$ cat src/rtl/lsu_mem_stage.sv
// Registered memory-access stage: load FSM to the memory controller plus a posted store buffer.
// Optional store-to-load forwarding from the buffer is enabled by defining LSU_ST2LD_FWD_EN.
module lsu_mem_stage #(
  parameter int unsigned XLEN     = 32,
  parameter int unsigned ADDR_W   = 32,
  parameter int unsigned SB_DEPTH = 4
) (
  input  logic              clk_in,
  input  logic              rst_in,
  input  logic              valid_in,
  input  logic              is_load_in,
  input  logic              is_store_in,
  input  logic [2:0]        funct3_in,
  input  logic [ADDR_W-1:0] mem_addr_in,
  input  logic [XLEN-1:0]   store_data_in,
  input  logic [4:0]        rd_addr_in,
  input  logic [XLEN-1:0]   rd_data_in,
  input  logic              rd_we_in,
  output logic [4:0]        rd_addr_out,
  output logic [XLEN-1:0]   rd_data_out,
  output logic              rd_we_out,
  output logic              fwd_en_out,
  output logic [4:0]        fwd_addr_out,
  output logic [XLEN-1:0]   fwd_data_out,
  output logic              stall_out,
  output logic              sb_empty_out,
  output logic              mem_req_out,
  output logic              mem_we_out,
  output logic [ADDR_W-1:0] mem_addr_out,
  output logic [XLEN-1:0]   mem_wdata_out,
  output logic [2:0]        mem_len_out,
  input  logic              mem_busy_in,
  input  logic              mem_done_in,
  input  logic [XLEN-1:0]   mem_rdata_in
);

  localparam int unsigned PtrW = $clog2(SB_DEPTH);
  localparam int unsigned CntW = PtrW + 1;

  typedef enum logic [2:0] {StIdle, StLdReq, StLdWait, StStReq, StStWait} state_e;

  function automatic logic [2:0] len_of(input logic [1:0] sz);
    case (sz)
      2'b00:   len_of = 3'd1;
      2'b01:   len_of = 3'd2;
      default: len_of = 3'd4;
    endcase
  endfunction

  // Data is right-aligned; funct3[2] selects zero-extension.
  function automatic logic [XLEN-1:0] load_ext(input logic [XLEN-1:0] d, input logic [2:0] f3);
    case (f3[1:0])
      2'b00:   load_ext = {{(XLEN-8){d[7] & ~f3[2]}}, d[7:0]};
      2'b01:   load_ext = {{(XLEN-16){d[15] & ~f3[2]}}, d[15:0]};
      default: load_ext = d;
    endcase
  endfunction

  state_e            state_q, state_d;
  logic [ADDR_W-1:0] ld_addr_q, ld_addr_d;
  logic [2:0]        ld_len_q, ld_len_d;
  logic [ADDR_W-1:0] sb_addr_q [SB_DEPTH];
  logic [ADDR_W-1:0] sb_addr_d [SB_DEPTH];
  logic [XLEN-1:0]   sb_data_q [SB_DEPTH];
  logic [XLEN-1:0]   sb_data_d [SB_DEPTH];
  logic [2:0]        sb_len_q  [SB_DEPTH];
  logic [2:0]        sb_len_d  [SB_DEPTH];
  logic [PtrW-1:0]   head_q, head_d, tail_q, tail_d;
  logic [CntW-1:0]   count_q, count_d;
  logic [4:0]        rd_addr_q, rd_addr_d;
  logic [XLEN-1:0]   rd_data_q, rd_data_d;
  logic              rd_we_q, rd_we_d;

  logic            is_load, is_store, full, push, pop, ld_done, conflict, fwd_hit, ld_issue;
  logic [2:0]      ld_len;
  logic [XLEN-1:0] fwd_data;
`ifdef LSU_ST2LD_FWD_EN
  logic [PtrW-1:0] young;
`endif

  always_comb begin
    is_load  = valid_in & is_load_in;
    is_store = valid_in & is_store_in;
    ld_len   = len_of(funct3_in[1:0]);
    full     = (count_q == CntW'(SB_DEPTH));
    pop      = (state_q == StStWait) & mem_done_in;
    ld_done  = (state_q == StLdWait) & mem_done_in;
    push     = is_store & (~full | pop);
    conflict = 1'b0;
    fwd_hit  = 1'b0;
    fwd_data = '0;
`ifdef LSU_ST2LD_FWD_EN
    young    = head_q;
`endif
    // Walk oldest to youngest so the last match is the youngest entry.
    for (int unsigned k = 0; k < SB_DEPTH; k++) begin
      if ((CntW'(k) < count_q) &&
          (sb_addr_q[head_q + PtrW'(k)][ADDR_W-1:2] == mem_addr_in[ADDR_W-1:2])) begin
        conflict = 1'b1;
`ifdef LSU_ST2LD_FWD_EN
        young    = head_q + PtrW'(k);
`endif
      end
    end
`ifdef LSU_ST2LD_FWD_EN
    fwd_hit  = is_load & conflict & (sb_addr_q[young] == mem_addr_in) &
               (sb_len_q[young] >= ld_len);
    fwd_data = load_ext(sb_data_q[young], funct3_in);
`endif
    ld_issue  = is_load & ~conflict & (state_q == StIdle);
    stall_out = (is_load & ~(ld_done | fwd_hit)) | (is_store & full & ~pop);

    state_d   = state_q;
    ld_addr_d = ld_addr_q;
    ld_len_d  = ld_len_q;
    unique case (state_q)
      StIdle: begin
        if (ld_issue) begin
          state_d   = StLdReq;
          ld_addr_d = mem_addr_in;
          ld_len_d  = ld_len;
        end else if (count_q != '0) begin
          state_d = StStReq;
        end
      end
      StLdReq:  if (!mem_busy_in) state_d = StLdWait;
      StLdWait: if (mem_done_in) state_d = StIdle;
      StStReq:  if (!mem_busy_in) state_d = StStWait;
      StStWait: if (mem_done_in) state_d = StIdle;
      default:  state_d = StIdle;
    endcase

    sb_addr_d = sb_addr_q;
    sb_data_d = sb_data_q;
    sb_len_d  = sb_len_q;
    if (push) begin
      sb_addr_d[tail_q] = mem_addr_in;
      sb_data_d[tail_q] = store_data_in;
      sb_len_d[tail_q]  = ld_len;
    end
    tail_d  = tail_q + PtrW'(push);
    head_d  = head_q + PtrW'(pop);
    count_d = count_q + CntW'(push) - CntW'(pop);

    rd_addr_d = rd_addr_in;
    rd_data_d = rd_data_in;
    rd_we_d   = valid_in & rd_we_in;
    if (stall_out) begin
      rd_addr_d = '0;
      rd_data_d = '0;
      rd_we_d   = 1'b0;
    end else if (is_load) begin
      rd_data_d = fwd_hit ? fwd_data : load_ext(mem_rdata_in, funct3_in);
      rd_we_d   = rd_we_in;
    end else if (is_store) begin
      rd_we_d = 1'b0;
    end

    mem_req_out   = 1'b0;
    mem_we_out    = 1'b0;
    mem_addr_out  = '0;
    mem_wdata_out = '0;
    mem_len_out   = '0;
    if (state_q == StLdReq) begin
      mem_req_out  = 1'b1;
      mem_addr_out = ld_addr_q;
      mem_len_out  = ld_len_q;
    end else if (state_q == StStReq) begin
      mem_req_out   = 1'b1;
      mem_we_out    = 1'b1;
      mem_addr_out  = sb_addr_q[head_q];
      mem_wdata_out = sb_data_q[head_q];
      mem_len_out   = sb_len_q[head_q];
    end
  end

  always_ff @(posedge clk_in or negedge rst_in) begin
    if (!rst_in) begin
      state_q   <= StIdle;
      ld_addr_q <= '0;
      ld_len_q  <= '0;
      head_q    <= '0;
      tail_q    <= '0;
      count_q   <= '0;
      rd_addr_q <= '0;
      rd_data_q <= '0;
      rd_we_q   <= 1'b0;
      for (int unsigned i = 0; i < SB_DEPTH; i++) begin
        sb_addr_q[i] <= '0;
        sb_data_q[i] <= '0;
        sb_len_q[i]  <= '0;
      end
    end else begin
      state_q   <= state_d;
      ld_addr_q <= ld_addr_d;
      ld_len_q  <= ld_len_d;
      head_q    <= head_d;
      tail_q    <= tail_d;
      count_q   <= count_d;
      rd_addr_q <= rd_addr_d;
      rd_data_q <= rd_data_d;
      rd_we_q   <= rd_we_d;
      sb_addr_q <= sb_addr_d;
      sb_data_q <= sb_data_d;
      sb_len_q  <= sb_len_d;
    end
  end

  assign rd_addr_out  = rd_addr_q;
  assign rd_data_out  = rd_data_q;
  assign rd_we_out    = rd_we_q;
  assign fwd_en_out   = rd_we_q;
  assign fwd_addr_out = rd_addr_q;
  assign fwd_data_out = rd_data_q;
  assign sb_empty_out = (count_q == '0);

endmodule
$ cat config.mk
export PLATFORM = sky130hd
export DESIGN_NAME = lsu_mem_stage
export DESIGN_NICKNAME = d
export VERILOG_FILES = /design/src/rtl/lsu_mem_stage.sv
export SDC_FILE = /design/constraint.sdc
export NUM_CORES = 1
export LEC_CHECK = 0
export BUFFER_PORTS_ARGS = -buffer_cell sky130_fd_sc_hd__buf_2
export CELL_PAD_IN_SITES_DETAIL_PLACEMENT = 1
export CELL_PAD_IN_SITES_GLOBAL_PLACEMENT = 2
export CORE_ASPECT_RATIO = 1.5
export CORE_UTILIZATION = 30
export CTS_CLUSTER_DIAMETER = 50
export CTS_CLUSTER_SIZE = 30
export DETAILED_ROUTE_END_ITERATION = 10
export GPL_TIMING_DRIVEN = 0
export PLACE_DENSITY = 0.75
export SLEW_MARGIN = 40
export SYNTH_ARGS = -nofsm -noshare
export SYNTH_HDL_FRONTEND = slang
export SYNTH_SLANG_ARGS = --single-unit
$ cat constraint.sdc
create_clock -name clk_in -period 3.2 [get_ports clk_in]
set_input_delay 0.16 -clock clk_in [delete_from_list [all_inputs] [get_ports clk_in]]
set_output_delay 0.16 -clock clk_in [all_outputs]
set_load 0.005 [all_outputs]
# After elaboration in Yosys (flattened, before gate mapping)
# Cells that the tools add are included.
# classes
order_cmp	10
reduce_logical	12
bitwise	25
mux	52
eq_ne	14
n_addsub	7
# ops
op	n
2-to-1 mux 32 bit	17
binary-select mux 32 bit (select 2 bit)	5
bitwise mux 128 bit	2
== test 30 bit	4
demux 32 bit (select 2 bit)	1
one-hot mux 32 bit (2 select lines)	1
2-to-1 mux 3 bit	10
greater-or-equal comparator 3 bit, second input constant	5
NOT 2 -> 3 bit	5
AND 1 bit	13
bitwise mux 12 bit	1
one-hot mux 3 bit (4 select lines)	1
2-to-1 mux 1 bit	10
binary-select mux 3 bit (select 2 bit)	1
demux 3 bit (select 2 bit)	1
== test 3 x 2 -> 1 bit, second input constant	2
== test 3 bit, second input constant	2
logical NOT 3 bit	2
< comparator 1 x 3 -> 1 bit, first input constant	2
< comparator 2 x 3 -> 1 bit, first input constant	2
one-hot mux 3 bit (2 select lines)	1
logical AND 1 bit	5
2-to-1 mux 5 bit	1
NOT 1 bit	5
17 further kinds	21
# word_totals
out_inout_bits	147
regBits	351

# Longest topological paths before layout
# depth
word_depth	15
ltp_mapped	14
ltp_nobuf	10

# Least setup slack after synthesis
# Ideal clock, no wire load.
# synth_timing
kind	reg2reg
from	reg head_q[0]
to	reg ld_addr_q[10]
setup_time_ns	0.125
period_less_slack_ns	3.006
t_required_ns	3.075
arrival_time_ns	2.880
path_stages_with_launch	13
slack_ns	0.194
cell_sequence	dfrtp_1 > buf_4 > buf_6 > buf_6 > buf_4 > buf_4 > mux4_2 > xnor2_1 > nand4_1 > o32ai_2 > nor4_4 > buf_6 > mux2_4
# synth_between
elab_chain_len	14
elab_cells_between_ends	35
classes_between	add/sub: 3; eq/ne: 4; mux: 16; bitwise: 7; reduce/logical: 5
# synth_lines
element	line	text
start: declaration	68	logic [PtrW-1:0] head_q, head_d, tail_q, tail_d;
start signal: assignment	182	head_q <= '0;
start signal: assignment	197	head_q <= head_d;
adder 2 x 1 -> 2 bit or NOT 2 -> 3 bit (tied branches)	98	(sb_addr_q[head_q + PtrW'(k)][ADDR_W-1:2] == mem_addr_in[ADDR_W-1:2])) begin
NOT 2 -> 3 bit (not written as such) or binary-select mux 32 bit (select 2 bit) (tied branches)	98	
binary-select mux 32 bit (select 2 bit) or 2-to-1 mux 32 bit (tied branches)	98	
2-to-1 mux 32 bit (not written as such)	98	
2-to-1 mux 32 bit (not written as such) or == test 30 bit (tied branches)	98	
== test 30 bit or logical AND 1 bit (tied branches)	98, 97	
logical AND 1 bit or 2-to-1 mux 1 bit (tied branches)	97	if ((CntW'(k) < count_q) &&
2-to-1 mux 1 bit (2 in a row)	97	
2-to-1 mux 1 bit (*)	97	
NOT 1 bit (*)	110	ld_issue = is_load & ~conflict & (state_q == StIdle);
AND 1 bit (*) (2 in a row)	110	
AND reduction 2 bit (no line) (*)	-	
end signal: assignment	195	ld_addr_q <= ld_addr_d;
end: declaration	60	logic [ADDR_W-1:0] ld_addr_q, ld_addr_d;
# Every way passes the cells marked *; elsewhere a longest branch is shown, timed or not. The select of a mux whose other input is x is not followed.
# A chain may end at the register's enable or synchronous reset.

# Final worst setup path
# layout_timing
from	reg head_q[1]
to	reg ld_addr_q[23]
# Same word-level chain as after synthesis.

==> summary by stage <==
Outcome
The flow ran to the end, but the final reports show violations. The final reports fail on setup timing.

Critical path
In this run the worst path has a maximum fanout of 6. STA puts the critical path data required time at 3650 ps. The critical path arrival is 4250 ps.

The startpoint kind of the worst setup timing path is a flip-flop. The critical path is of the reg2reg type. The element type at the critical path end is a flip-flop.

Clock network
The clock tree synthesis step divided the H-tree into 2 levels. The later pin in the worst-skew pair is clocked with a latency of 600 ps. The number of buffers created by CTS is 39. TritonCTS built the clock tree. Clock tree synthesis found a total of 351 sinks. The CTS root buffer is clkbuf_16.

The buffer levels on the longest clock path is 3. Clock-pin slew was measured on the worst setup and hold paths at 80 ps.

Die
The floorplan step set the die height to 316 um. The starting density of the core is 30.4%. The placeable core region is ~0.065 sq mm.

The floorplan step defined a die boundary enclosing around 0.067 sq mm. The I/O pin count is 291. In this run the core area contains about 110 standard-cell rows. The width of the die is 211 um.

Synthesis
Of all flip-flops after synthesis, the portion carrying an async set or reset was 100%. The total standard cell area after synthesis is 0.0197 sq mm. The top cell type by area accounts for 44.7% of the synthesized area. The largest total area in the synthesized netlist belongs to dfrtp_1. In the synthesized netlist, the cells that appear most often are dfrtp_1 (351), mux2_2 (266), mux2i_1 (170). The number of synthesized register bits is approximately 350. The leading register cell type out of synthesis is dfrtp_1. Yosys mapped a number of flops with a built-in enable equal to 0. The most numerous cell in the Yosys netlist is dfrtp_1. When the netlist entered floorplanning its net count stood at 1732. The post-synthesis sequential area ratio is 44.7%. A synthesized cell averages roughly 12 sq um. Synthesis produced 1581 cells. Yosys printed 0 warnings. The number of different library cells in the post-synthesis netlist is 59. In the post-synthesis netlist, the biggest area contributors are dfrtp_1 (45%), mux2_2 (15%), mux2i_1 (8.7%).

GRT
The pin count of the biggest net entering global routing is 73. The initial antenna violation count is 3. The number of global-route vias before repair was 16986. The total congestion overflow after global routing is 0. The wire length of the first global-routing pass is 113000 um.

In the global route stage, overall resource usage came out at 23.2%.

Finish
The post-layout instance area is 0.0272 sq mm. The fraction of final layout cells with drive strength greater than 1 is about 48%. The number of inserted filler cells in the final layout is roughly 6800.

The number of nets in the layout is 2257. The layout overhead on the synthesized area is 38.5%. Excluding fillers, the count of instances in the completed layout stands at 3006. 0 antenna diodes ended up in the layout.

Power
Net switching is 40.0% of the power. The clock network accounts for 16.3% of the total power. The proportion of power drawn by combinational gates is 56.0%. The internal power of the cells totals 17.6 mW.

The analysis attributes to cell leakage a power of 11.9 nW. The power spent charging and discharging nets is around 12 mW. In this run the power density over the cells is 1080 mW/mm^2. Sequential cells burn 27.7% of the power. The worst-case vdd ir drop is 641 uV.

Timing
The transition time at the pin with the least slew margin is 827 ps. Static timing analysis puts the maximum clock frequency at 263 MHz. The final setup violation count is 64. The setup skew after layout is 40.4 ps. The worst setup slack after layout is -600 ps.

The shortest clock period the worst path allows after layout is 3800 ps. The post-route clock period utilization is 119%. Setup repair after global routing could not meet its margin everywhere. The count of endpoints failing hold in the final timing report is 0. The final sum of negative setup slack is -21650 ps. The final-report max-slew violation count came to 0. Headroom to the max-slew limit came out at 44.6%. The hold slack is 59.0 ps.

Drt
The number of nets with antenna violations after detailed routing is 0. The routed length per instance is 25.7 um. The first-pass iteration count of the detailed router is 5. For this run, design rule violations remaining after detail routing come to 0. The total via count after detailed routing is 15230. The detailed router finished its first iteration with 670 violations. In the routed layout, each cell is associated on average with a via count of between 5 and 6.

The post-detailed-routing wire length is 77200 um.

Run
The number of max-cap violations is 0.

Placement
The worst slack at placement is -1770 ps. Once placement finished, the instance area stood at 0.0223 sq mm. The count of input and output buffers is 278.

At the end of routability-driven placement, the weighted congestion stood at 0.987. The wire-length estimate of the detail-placed layout is 56100 um. The number of placed instances, taps included, is 2738.

Hold path
The path class of the tightest hold or removal check is in2async.
-- placed cells by master, fill, tap and decap left out, types with 7 or more instances in the layout --
master / count
o21ai_0: 36
xnor2_1: 68
buf_4: 96
clkinv_8: 7
clkbuf_1: 48
a211oi_1: 12
dfrtp_1: 351
buf_16: 21
dlygate4sd3_1: 114
o2111ai_1: 8
buf_6: 43
nand4_1: 14
mux2i_1: 136
buf_8: 8
mux2_2: 265
buf_1: 7
mux2_4: 30
o22ai_1: 7
and3_4: 31
mux2i_2: 16
nor2_1: 70
xor2_1: 32
buf_2: 250
xnor2_2: 10
clkbuf_16: 43
mux4_2: 68
nor3_1: 11
buf_12: 26
a21oi_1: 40
mux2i_4: 18
inv_6: 7
inv_1: 22
nand2_1: 75
clkbuf_2: 28
-- routing by layer --
layer	track usage [%]	routed length (um)	vias to the layer above
met5	0	44	-
met4	11.2	3880	6
met3	3.69	3070	158
met2	42.9	41300	415
met1	25.6	28900	7905
li1	-	-	6746
-- cells by family (layout without fill, tap and decap cells) --
group	after synthesis	in the layout	share of synthesized area [%]
buf+inv	187	742	5.16
compound gates	140	140	4.61
fa+ha+maj	7	7	0.484
mux	533	533	33.9
simple gates	247	247	6.00
xor+xnor	116	116	5.17
flops	351	351	44.7
-- stage by stage --
| step | power [mW] | util, % |
|---|---|---|
| floorplan | 16.3 | - |
| global placement | 20.7 | 34.3 |
| detailed placement | 21.2 | 34.6 |
| CTS | 28.4 | 40.9 |
| global route | 30.7 | 42.1 |
| finish | 29.4 | 42.1 |
-- flip-flops by register name, indices dropped and copies added, names as in the netlist --
| name | count |
|---|---|
| state_q | 3 |
| fwd_en_out | 1 |
| head_q | 2 |
| fwd_addr_out | 5 |
| count_q | 3 |
| tail_q | 2 |
| sb_data_q | 128 |
| sb_len_q | 12 |
| ld_addr_q | 32 |
| sb_addr_q | 128 |
| fwd_data_out | 32 |
| ld_len_q | 3 |
-- worst paths after layout --
check	from	endpoint	slack, ps	depth (start not counted)
setup / recovery	head_q[1]	ld_addr_q[23]	-600	15
max in group asynchronous	rst_in	sb_addr_q[45]	1970	4
setup reg to reg	head_q[1]	ld_addr_q[23]	-600	15
hold / removal	rst_in	sb_data_q[8]	60	2
hold reg to reg	sb_len_q[3]	sb_len_q[3]	490	2
min in group clk_in	mem_addr_in[16]	sb_addr_q[16]	170	3
-- power groups by stage --
stage	sequential, mW	clock (mW)	combinational [mW]
floorplan	7.47	0	8.83
global placement	7.78	0	12.9
detailed placement	8.03	0	13.1
CTS	8.03	4.91	15.5
global route	8.40	5.05	17.3
finish	8.14	4.80	16.4
-- worst max-delay path: stages, from the launching register on --
cell and delay [ps]:
dfrtp_1 410, buf_12 160, buf_16 160, buf_16 150, buf_4 140, mux2i_2 240, mux2i_1 150, xnor2_2 310
nand4_1 320, or4_4 560, o21ai_4 220, nor4_4 80, buf_4 160, buf_6 130, buf_12 140, mux2_4 300
-- what timing repair did --
item	CTS	global route
hold endpoints to repair	420	0
pin swaps	19	24
endpoints found under the setup margin	211	176
buffers inserted	41	37
resized for setup	235	91
hold buffers	114	0
cloned	6	2
-- final cells by class --
cell class | instances | area (sq um) | share of cell area, %
Buffer | 161 | 1390 | 5.12
Clock buffer | 45 | 1050 | 3.85
Clock inverter | 26 | 314 | 1.15
Inverter | 25 | 98.8 | 0.363
Multi-Input combinational cell | 1043 | 10600 | 38.9
Sequential cell | 351 | 8780 | 32.3
Tap cell | 870 | 1090 | 4.00
Timing Repair Buffer | 485 | 3900 | 14.3
Note: power is estimated with default switching activity, not from simulation.
